$ cat config.mk
export PLATFORM = sky130hd
export DESIGN_NAME = imem_boot_loader
export DESIGN_NICKNAME = d
export VERILOG_FILES = /design/src/rtl/imem_boot_loader_pkg.sv /design/src/rtl/imem_boot_loader_sync_edge_det.sv /design/src/rtl/imem_boot_loader.sv
export SDC_FILE = /design/constraint.sdc
export NUM_CORES = 1
export LEC_CHECK = 0
export CAP_MARGIN = 10
export CORE_ASPECT_RATIO = 1.25
export CORE_MARGIN = 1.5
export CORE_UTILIZATION = 50
export CTS_BUF_LIST = sky130_fd_sc_hd__clkbuf_2 sky130_fd_sc_hd__clkbuf_4 sky130_fd_sc_hd__clkbuf_8
export DETAILED_ROUTE_END_ITERATION = 8
export GPL_TIMING_DRIVEN = 1
export HOLD_SLACK_MARGIN = 0.03
export PLACE_DENSITY = 0.8
export SLEW_MARGIN = 20
export SYNTH_ARGS = -nofsm -noshare
export SYNTH_HDL_FRONTEND = slang
export SYNTH_SLANG_ARGS = --single-unit
$ cat constraint.sdc
create_clock -name i_clk -period 2.9 [get_ports i_clk]
set_input_delay 0.435 -clock i_clk [delete_from_list [all_inputs] [get_ports i_clk]]
set_output_delay 0.435 -clock i_clk [all_outputs]
set_load 0.005 [all_outputs]
$ cat src/rtl/imem_boot_loader_pkg.sv
// rtl/imem_boot_loader_pkg.sv - shared types and constants for the instruction-memory boot loader
//
// Purpose: loader FSM state encoding, stream framing constants and a busy-state helper.
// Ports:   none (package).

package boot_loader_pkg;

   typedef enum logic [2:0] {
      S_IDLE,
      S_LEN_LO,
      S_LEN_HI,
      S_DATA,
      S_CHK,
      S_DONE,
      S_ERR
   } state_t;

   localparam int BYTES_PER_WORD = 4;
   localparam int LEN_BYTES      = 2;

   // States during which a session is considered in progress.
   function automatic logic is_busy_state(input state_t s);
      return (s == S_LEN_LO) || (s == S_LEN_HI) || (s == S_DATA) || (s == S_CHK);
   endfunction

endpackage

$ cat src/rtl/imem_boot_loader_sync_edge_det.sv
// rtl/imem_boot_loader_sync_edge_det.sv - synchronizer with single-cycle rising-edge pulse
//
// Purpose: brings an asynchronous pad level into the clk domain through SYNC_STAGES flops and
//          emits one pulse per rising edge of the synchronized level.
// Ports:
//   i_clk    in   system clock
//   i_rst    in   synchronous, active-high reset
//   i_async  in   asynchronous level from the pad
//   o_rise   out  one-cycle pulse on each synchronized rising edge

module sync_edge_det
   import boot_loader_pkg::*;
#(
   parameter int SYNC_STAGES = 2
) (
   input  logic i_clk,
   input  logic i_rst,
   input  logic i_async,
   output logic o_rise
);

   logic [SYNC_STAGES-1:0] r_sync;
   logic                   r_prev;

   always_ff @(posedge i_clk) begin
      if (i_rst) begin
         r_sync <= '0;
         r_prev <= 1'b0;
      end else begin
         r_sync <= {r_sync[SYNC_STAGES-2:0], i_async};
         r_prev <= r_sync[SYNC_STAGES-1];
      end
   end

   // A level held high yields exactly one pulse because r_prev follows it.
   assign o_rise = r_sync[SYNC_STAGES-1] & ~r_prev;

endmodule

$ cat src/rtl/imem_boot_loader.sv
// rtl/imem_boot_loader.sv - fills the instruction RAM from a byte stream and gates core reset
//
// Purpose: receives a 16-bit word count, N little-endian 32-bit words and an XOR checksum,
//          one byte per strobe, writes the words into instruction RAM and holds the core in
//          reset until the image has been written and verified.
// Ports:
//   i_clk        in   system clock
//   i_rst        in   synchronous, active-high reset
//   i_boot_req   in   host load request (level)
//   i_byte_stb   in   asynchronous byte strobe, one byte per rising edge
//   i_byte_data  in   byte value accompanying the strobe
//   o_core_rst   out  reset to the core
//   o_ram_we     out  one-cycle RAM write pulse
//   o_ram_addr   out  RAM word address
//   o_ram_wdata  out  assembled 32-bit word
//   o_busy       out  session in progress
//   o_done       out  last session passed checksum
//   o_err        out  last session failed
//   o_words_wr   out  words written in current/last session

module imem_boot_loader
   import boot_loader_pkg::*;
#(
   parameter int ADDR_W      = 10,
   parameter int SYNC_STAGES = 2
) (
   input  logic              i_clk,
   input  logic              i_rst,
   input  logic              i_boot_req,
   input  logic              i_byte_stb,
   input  logic [7:0]        i_byte_data,
   output logic              o_core_rst,
   output logic              o_ram_we,
   output logic [ADDR_W-1:0] o_ram_addr,
   output logic [31:0]       o_ram_wdata,
   output logic              o_busy,
   output logic              o_done,
   output logic              o_err,
   output logic [ADDR_W:0]   o_words_wr
);

   localparam int LEN_W     = LEN_BYTES * 8;
   localparam int WORD_W    = BYTES_PER_WORD * 8;
   localparam int IDX_W     = $clog2(BYTES_PER_WORD);
   localparam int MAX_WORDS = 1 << ADDR_W;

   state_t              r_state;
   logic [LEN_W-1:0]    r_len;
   logic [7:0]          r_chk;
   logic [IDX_W-1:0]    r_byte_idx;
   logic [WORD_W-1:0]   r_wdata;
   logic [ADDR_W-1:0]   r_addr;
   logic [ADDR_W:0]     r_words;
   logic                r_we;
   logic                r_core_rst;
   logic                r_busy;
   logic                r_done;
   logic                r_err;

   logic                w_byte;
   logic [LEN_W-1:0]    w_len_full;
   logic [ADDR_W:0]     w_words_next;

   sync_edge_det #(
      .SYNC_STAGES (SYNC_STAGES)
   ) u_stb_sync (
      .i_clk   (i_clk),
      .i_rst   (i_rst),
      .i_async (i_byte_stb),
      .o_rise  (w_byte)
   );

   assign w_len_full   = {i_byte_data, r_len[7:0]};
   assign w_words_next = r_words + 1'b1;

   always_ff @(posedge i_clk) begin
      if (i_rst) begin
         r_state    <= S_IDLE;
         r_len      <= '0;
         r_chk      <= '0;
         r_byte_idx <= '0;
         r_wdata    <= '0;
         r_addr     <= '0;
         r_words    <= '0;
         r_we       <= 1'b0;
         r_core_rst <= 1'b1;
         r_busy     <= 1'b0;
         r_done     <= 1'b0;
         r_err      <= 1'b0;
      end else begin
         r_we <= 1'b0;
         case (r_state)
            S_IDLE: begin
               r_core_rst <= 1'b0;
               if (i_boot_req) begin
                  r_state    <= S_LEN_LO;
                  r_core_rst <= 1'b1;
                  r_busy     <= 1'b1;
                  r_done     <= 1'b0;
                  r_err      <= 1'b0;
                  r_words    <= '0;
                  r_chk      <= '0;
                  r_byte_idx <= '0;
                  r_addr     <= '0;
               end
            end

            S_LEN_LO, S_LEN_HI, S_DATA, S_CHK: begin
               if (!i_boot_req) begin
                  // Abort: any half-built word is dropped and no further writes issue.
                  r_state <= S_ERR;
                  r_err   <= 1'b1;
                  r_busy  <= 1'b0;
               end else begin
                  // Finish the bookkeeping of the write pulse issued last cycle.
                  if (r_we) begin
                     r_addr  <= r_addr + 1'b1;
                     r_words <= w_words_next;
                     if (32'(w_words_next) == 32'(r_len)) begin
                        r_state <= S_CHK;
                     end
                  end
                  if (w_byte) begin
                     case (r_state)
                        S_LEN_LO: begin
                           r_len[7:0] <= i_byte_data;
                           r_chk      <= r_chk ^ i_byte_data;
                           r_state    <= S_LEN_HI;
                        end
                        S_LEN_HI: begin
                           r_len <= w_len_full;
                           r_chk <= r_chk ^ i_byte_data;
                           if (w_len_full == '0) begin
                              r_state <= S_CHK;
                           end else if (32'(w_len_full) > MAX_WORDS) begin
                              r_state <= S_ERR;
                              r_err   <= 1'b1;
                              r_busy  <= 1'b0;
                           end else begin
                              r_state <= S_DATA;
                           end
                        end
                        S_DATA: begin
                           // Little-endian: the first byte of a word ends up in bits 7:0.
                           r_wdata    <= {i_byte_data, r_wdata[WORD_W-1:8]};
                           r_chk      <= r_chk ^ i_byte_data;
                           r_byte_idx <= r_byte_idx + 1'b1;
                           if (r_byte_idx == IDX_W'(BYTES_PER_WORD - 1)) begin
                              r_we <= 1'b1;
                           end
                        end
                        S_CHK: begin
                           r_busy <= 1'b0;
                           if (i_byte_data == r_chk) begin
                              r_state    <= S_DONE;
                              r_done     <= 1'b1;
                              r_core_rst <= 1'b0;
                           end else begin
                              r_state <= S_ERR;
                              r_err   <= 1'b1;
                           end
                        end
                        default: ;
                     endcase
                  end
               end
            end

            // Sticky result states; dropping the request returns to IDLE with flags held.
            S_DONE: begin
               if (!i_boot_req) begin
                  r_state <= S_IDLE;
               end
            end

            S_ERR: begin
               if (!i_boot_req) begin
                  r_state <= S_IDLE;
               end
            end

            default: r_state <= S_IDLE;
         endcase
      end
   end

   assign o_core_rst  = r_core_rst;
   assign o_ram_we    = r_we;
   assign o_ram_addr  = r_addr;
   assign o_ram_wdata = r_wdata;
   assign o_busy      = r_busy;
   assign o_done      = r_done;
   assign o_err       = r_err;
   assign o_words_wr  = r_words;

endmodule
==> metrics.md, run 1 <==
| Metric | Value |
|---|---|
| Status | `finished, final reports clean` |
| Syn_nets | `562` |
| Clk buf depth | `2` |
| Area contributors post-synth | `dfxtp_1 41%, nand2_1 8.3%, a21oi_1 8.1%` |
| Gates resized, CTS repair | `0` |
| Clock buffer count from CTS | `9` |
| Synth area leader | `dfxtp_1` |
| FMAX | `0.434 GHz` |
| DP Wirelength | `7810 µm` |
| Switching Fraction | `27.8%` |
| Hold Vio Cnt, Final | `0` |
| CP peak stage delay | `between 0.6 and 0.7 ns` |
| Clk slew on worst S/H paths | `0.10 ns` |
| DR iter-0 viols | `246` |
| GRT busiest layer | `met2` |
| Hold path start | `o_ram_wdata[6]` |
| Clock H-tree levels | `3` |
| DR vias | `4158` |
| Power Dens Cells | `approximately 500 nW/µm²` |
| Drt first pass iters | `7` |
| Total GRT Usage | `between 20% and 30%` |
| Largest net degree at the start of global routing | `between 40 and 50` |
| M1 GR Usage | `31.5%` |
| Yosys reg bits | `90` |
| Max FO, Critical Path | `7` |
| Synth Flop Type | `dfxtp_1` |
| Nets | `618` |
| EDFF count, synth | `0` |
| Final min period | `2.30 ns` |
| Worst-margin pin slew | `between 0.6 and 0.7 ns` |
| First-pass GRT wire length | `18500 µm` |
| Final ANT Viol Nets | `0` |
| Routed wire length per instance | `~16 µm` |
| Synthesized area | `4340 µm²` |
| Layout cells sized above 1 | `7.07%` |
| Antenna violations before repair | `0` |
| Commonest non-fill, non-tap cell in the layout | `nand2_1` |
| Initial core utilization | `a little over half` |
| Worst Skew | `roughly 0.010 ns` |
| Peak VDD IR | `about 0.44 mV` |
| Slew Limit Fails | `0` |
| Chip Width | `86.4 µm` |
| Library cells used by synthesis | `59` |
| Num rows | `37` |
| Grt ovf | `0` |
| Core area | `8330 µm²` |
| Hold WS | `0.456 ns` |
| Switch Pwr | `0.737 mW` |
| Worst Path Arrival | `2.57 ns` |
| P_int | `1.91 mW` |
| Ports | `70` |
| Combinational power share | `14.6%` |
| CP Class | `in2reg` |
| Async SR Flop Fraction | `0%` |
| Leak Pwr | `1.85 nW` |
| Slew Limit Headroom | `about 54%` |
| Critical path endpoint category | `flop` |
| CTS tree | `done` |
| Clk sinks | `90` |
| Clock group share of total power | `around 36%` |
| # DRC | `0` |
| Hold/Removal Path Class | `reg2reg` |
| Placer Congestion | `0.872` |
| Count of hold-fix buffers inserted at cts | `0` |
| Drt via density | `5.90` |
| Synth Area per Inst | `just under 8 µm²` |
| Final period utilization | `79.4%` |
| Synth Warn # | `0` |
| CTS root buf | `clkbuf_8` |
| Setup_tns | `0 ns` |
| P&R area growth vs syn | `22.9%` |
| CP startpoint | `i_byte_data[0]` |
| Yosys top cell area share | `41.5%` |
| Unrepaired setup endpoints after global routing | `no` |
| Port Buf Inserts | `69` |
| Vias in the first global route | `3788` |
| Sequential share of power | `49.1%` |
| Maxcap violations | `0` |
| GRT met3 Usage | `between 5 and 6%` |
| Element type at the critical path start | `primary input` |
| CP max stage cell | `clkdlybuf4s50_1` |
| Worst-Skew Late Latency | `between 0.3 and 0.4 ns` |
| FILL cells | `714` |
| Syn Inst Count | `547` |
| RR Startpoint | `o_words_wr[2]` |
| Setup violations, final | `0` |
| WP data required | `3.17 ns` |
| Commonest non-fill, non-tap cells in the layout | `96 x nand2_1, 90 x dfxtp_1, 70 x a21oi_1` |
| Inserted Diodes | `0` |
| Register area share after synthesis | `41.5%` |
| Die Y | `107 µm` |
| GR Layer Usage met2 | `40.5%` |
| Drt total wl | `11000 µm` |
| Worst path cell trace | `clkdlybuf4s50_1 -> nor4_4 -> nand3_2 -> o31a_1 -> or4_1 -> o211a_1` |
| Die area | `9260 µm²` |
| Buffer count from post-CTS setup fixing | `0` |
critical path: cells and delay by family:
| kind | cells | cell delay, ns |
|---|---|---|
| AND/OR/NAND/NOR | 3 | 1.00 |
| buffers and inverters | 1 | 0.61 |
| AO/OA/AOI/OAI | 2 | 0.53 |
power groups by stage:
stage | Clock, mW | Combinational, mW | Sequential, mW
global placement | 0 | 0.372 | 1.33
global route | 1.03 | 0.424 | 1.31
detailed placement | 0 | 0.380 | 1.33
floorplan | 0 | 0.262 | 1.31
CTS | 0.977 | 0.381 | 1.30
finish | 0.962 | 0.386 | 1.30
cell usage after synthesis (5+ instances only):
library cell  count
nand3b_1          9
and2_1            7
xor2_1           15
nor2_1           50
or4_1             5
nor2b_1           6
xnor2_1          20
inv_1             6
o21ai_0          25
nand4_1           8
a21oi_1          70
mux2i_1           8
buf_2             7
or3_1             7
nand3_1          20
a31oi_1           7
dfxtp_1          90
clkbuf_1         31
nand2_1          96
routing by layer:
| layer | part of all wire (%) | vias up |
|---|---|---|
| li1 | - | 2006 |
| met1 | 41 | 1944 |
| met2 | 49 | 178 |
| met3 | 7.4 | 30 |
| met4 | 3.0 | 0 |
| met5 | 0 | - |
registers in the layout (all words and copies together), names as in the netlist:
signal / count
o_ram_we: 1
o_err: 1
r_len: 16
o_done: 1
o_ram_addr: 10
o_busy: 1
u_stb_sync.r_sync: 2
o_ram_wdata: 32
r_chk: 8
o_words_wr: 11
u_stb_sync.r_prev: 1
r_byte_idx: 2
o_core_rst: 1
r_state: 3
cell type report:
| cell class | count | area (µm²) | share of cell area [%] |
|---|---|---|---|
| sequential | 90 | 1800 | 33.8 |
| clock buffer | 9 | 124 | 2.32 |
| tap | 97 | 121 | 2.27 |
| inverter | 7 | 26.3 | 0.492 |
| timing repair buffer | 85 | 818 | 15.3 |
| clock inverter | 7 | 101 | 1.90 |
| multi-input combinational | 410 | 2340 | 43.9 |
stage by stage:
step,setup slack [ns],cell area (µm²),power [mW],std cells,util (%)
finish,0.597,5340,2.65,705,64.1
detailed placement,0.243,5110,1.71,689,61.4
floorplan,0.863,4340,1.57,547,-
CTS,0.608,5340,2.66,705,64.1
global route,0.478,5340,2.76,705,64.1
global placement,0.291,5110,1.70,689,61.4
logic make-up after synthesis:
family                     share of synthesized area (%)
DFF                                                 41.5
muxes                                               1.84
buffers and inverters                               4.61
adders and majority gates                           1.09
xor gates and xnor gates                            7.43
and+or+nand+nor                                     26.6
AOI/OAI and AO/OA                                   16.9
worst paths after layout:
check / endpoint / cells past startpoint / slack [ns]
worst min register to register: o_ram_wdata[6] / 2 / 0.46
worst max register to register: r_state[1] / 6 / 0.60
worst max-delay path: r_state[1] / 6 / 0.60
worst min-delay path: o_ram_wdata[6] / 2 / 0.46
Power figures use the tool's default switching activity.
==> run 2, diff against run 1 <==
==> constraint.sdc (replaced) <==
create_clock -name i_clk -period 2.3 [get_ports i_clk]
set_input_delay 0.345 -clock i_clk [delete_from_list [all_inputs] [get_ports i_clk]]
set_output_delay 0.345 -clock i_clk [all_outputs]
set_load 0.005 [all_outputs]
==> metrics.md, run 2 (synthesized netlist as in run 1, its figures left out) <==
| Metric | Value |
|---|---|
| Commonest non-fill, non-tap cells in the layout | `96 x nand2_1, 88 x dfxtp_1, 70 x a21oi_1 (was 96 x nand2_1, 90 x dfxtp_1, 70 x a21oi_1)` |
| Element type at the critical path start | `flop (was primary input)` |
| Clk buf depth | `2 (unchanged)` |
| Drt first pass iters | `5 (was 7)` |
| CP peak stage delay | `0.50 ns (was 0.61 ns)` |
| Final period utilization | `92.3%` |
| Max FO, Critical Path | `8 (was 7)` |
| Maxcap violations | `0 (unchanged)` |
| Initial core utilization | `52.1% (unchanged)` |
| R2R setup slack | `0.18 ns (was 0.60 ns)` |
| CP max stage cell | `dfxtp_1 (was clkdlybuf4s50_1)` |
| Hold Vio Cnt, Final | `0 (unchanged)` |
| First-pass GRT wire length | `18700 µm (was 18500 µm)` |
| Critical path endpoint category | `flop (unchanged)` |
| Worst Skew | `0.00943 ns (was 0.0105 ns)` |
| Buffer count from post-CTS setup fixing | `0 (unchanged)` |
| Num rows | `37 (unchanged)` |
| Core area | `8330 µm² (unchanged)` |
| Slew Limit Fails | `0 (unchanged)` |
| Routed wire length per instance | `15.2 µm (was 15.7 µm)` |
| Worst-Skew Late Latency | `0.36 ns (about the same)` |
| Setup violations, final | `0 (unchanged)` |
| Hold/Removal Path Class | `in2reg (was reg2reg)` |
| DR vias | `4179 (was 4158)` |
| FMAX | `0.471 GHz` |
| Setup_tns | `0 ns (unchanged)` |
| Chip Width | `86.4 µm (unchanged)` |
| Worst path cell trace | `nand3_1 -> o31a_1 -> or4_1 -> o211ai_1 -> a31oi_1 -> o211a_1 (was clkdlybuf4s50_1 -> nor4_4 -> nand3_2 -> o31a_1 -> or4_1 -> o211a_1)` |
| Power Dens Cells | `611 nW/µm² (was 497 nW/µm²)` |
| CP startpoint | `o_words_wr[6] (was i_byte_data[0])` |
| Final ANT Viol Nets | `0 (unchanged)` |
| Clock buffer count from CTS | `9 (unchanged)` |
| Status | `finished, final reports clean (unchanged)` |
| Max reg flops | `32 (unchanged)` |
| Drt total wl | `11100 µm (was 11000 µm)` |
| CTS tree | `done (unchanged)` |
| Clk sinks | `90 (unchanged)` |
| Clock H-tree levels | `3 (unchanged)` |
| Power, Total | `3.38 mW (was 2.65 mW)` |
| Drt via density | `5.72 (was 5.90)` |
| Slew Limit Headroom | `59.6% (was 54.1%)` |
| Final min period | `2.12 ns` |
| Worst-margin pin slew | `0.601 ns (was 0.688 ns)` |
| # DRC | `0 (unchanged)` |
| Antenna violations before repair | `0 (unchanged)` |
| Setup ws final | `0.176 ns (was 0.597 ns)` |
| Hold WS | `0.369 ns (was 0.456 ns)` |
| CP Class | `reg2reg (was in2reg)` |
| Leak Pwr | `1.97 nW (was 1.85 nW)` |
| RR Endpoint | `r_state[1] (unchanged)` |
| Largest net degree at the start of global routing | `33 (was 46)` |
| Vias in the first global route | `3991 (was 3788)` |
| Dpl cells | `715 (was 689)` |
| Count of hold-fix buffers inserted at cts | `0 (unchanged)` |
| Hold path start | `i_rst (was o_ram_wdata[6])` |
| Die area | `9260 µm² (unchanged)` |
| WP data required | `2.55 ns (was 3.17 ns)` |
| Inserted Diodes | `0 (unchanged)` |
| P&R area growth vs syn | `27.3% (was 22.9%)` |
| Layout cells sized above 1 | `11.2% (was 7.07%)` |
| Commonest non-fill, non-tap cell in the layout | `nand2_1 (unchanged)` |
| CTS root buf | `clkbuf_8 (unchanged)` |
| RR Startpoint | `o_words_wr[6] (was o_words_wr[2])` |
| Unrepaired setup endpoints after global routing | `no (unchanged)` |
| Grt ovf | `0 (unchanged)` |
| Die Y | `107 µm (unchanged)` |
| Worst Path Arrival | `2.38 ns (was 2.57 ns)` |
| Min-Delay Path Depth | `2 (unchanged)` |
| Ports | `70 (unchanged)` |
| Total GRT Usage | `25.3% (was 25.0%)` |
| Clk slew on worst S/H paths | `0.10 ns (about the same)` |
| Peak VDD IR | `0.364 mV (was 0.445 mV)` |
| Pre-CTS setup slack | `-0.157 ns (was 0.243 ns)` |
| Nets | `644 (was 618)` |
| Port Buf Inserts | `69 (unchanged)` |
| DP Wirelength | `8160 µm (was 7810 µm)` |
| Non-Filler Instances | `731 (was 705)` |
| DR iter-0 viols | `212 (was 246)` |
| R2R cell count | `6 (unchanged)` |
| Placer Congestion | `0.955 (was 0.872)` |
| WHS Endpoint | `o_ram_addr[0] (was o_ram_wdata[6])` |
[run 2: repair_timing]
| item | 4_1_cts | 5_1_grt |
|---|---|---|
| endpoints found under the hold margin | 0 | 0 |
| endpoints found under the setup margin | 0 | 1 |
| resized for setup | 0 | 2 |
[run 2: layout make-up]
class / count / area, µm²
fill: 697 / 2800
multi-input combinational: 410 / 2340
sequential: 90 / 1800
timing repair buffer: 111 / 1010
clock buffer: 10 / 131
tap: 97 / 121
clock inverter: 6 / 90.1
inverter: 7 / 26.3
[run 2: worst max-delay path by stage]
| stage | to | slack [ns] | depth (start not counted) |
|---|---|---|---|
| after floorplan | r_state[1] | 0.35 | 7 |
| after global placement | r_state[1] | -0.10 | 6 |
| after detailed placement | r_state[1] | -0.16 | 6 |
| after CTS | r_state[1] | 0.16 | 7 |
| after global routing | r_state[1] | 0.01 | 6 |
| final | r_state[1] | 0.18 | 6 |
[run 2: critical path, delay by kind of cell, from the launching register on]
kind,cells,cell delay [ns]
flops,1,0.50
compound gates,4,0.88
simple gates,2,0.63
[run 2: routing by layer]
layer	wire, µm	global-route usage (%)
met1	4710	29.6
met2	5530	44.3
met3	557	4.77
met4	304	11.3
met5	0	0
[run 2: per-stage QoR]
step	utilization [%]	instance area, µm²
floorplan	-	4340
detailed placement	63.7	5310
finish	66.4	5530
global route	66.4	5530
CTS	66.4	5530
global placement	63.7	5310
[run 2: power by group]
group / internal [mW] / switching (mW) / total, mW
Combinational: 0.247 / 0.307 / 0.554
Clock: 0.628 / 0.569 / 1.20
Sequential: 1.59 / 0.0375 / 1.63
Total: 2.47 / 0.913 / 3.38
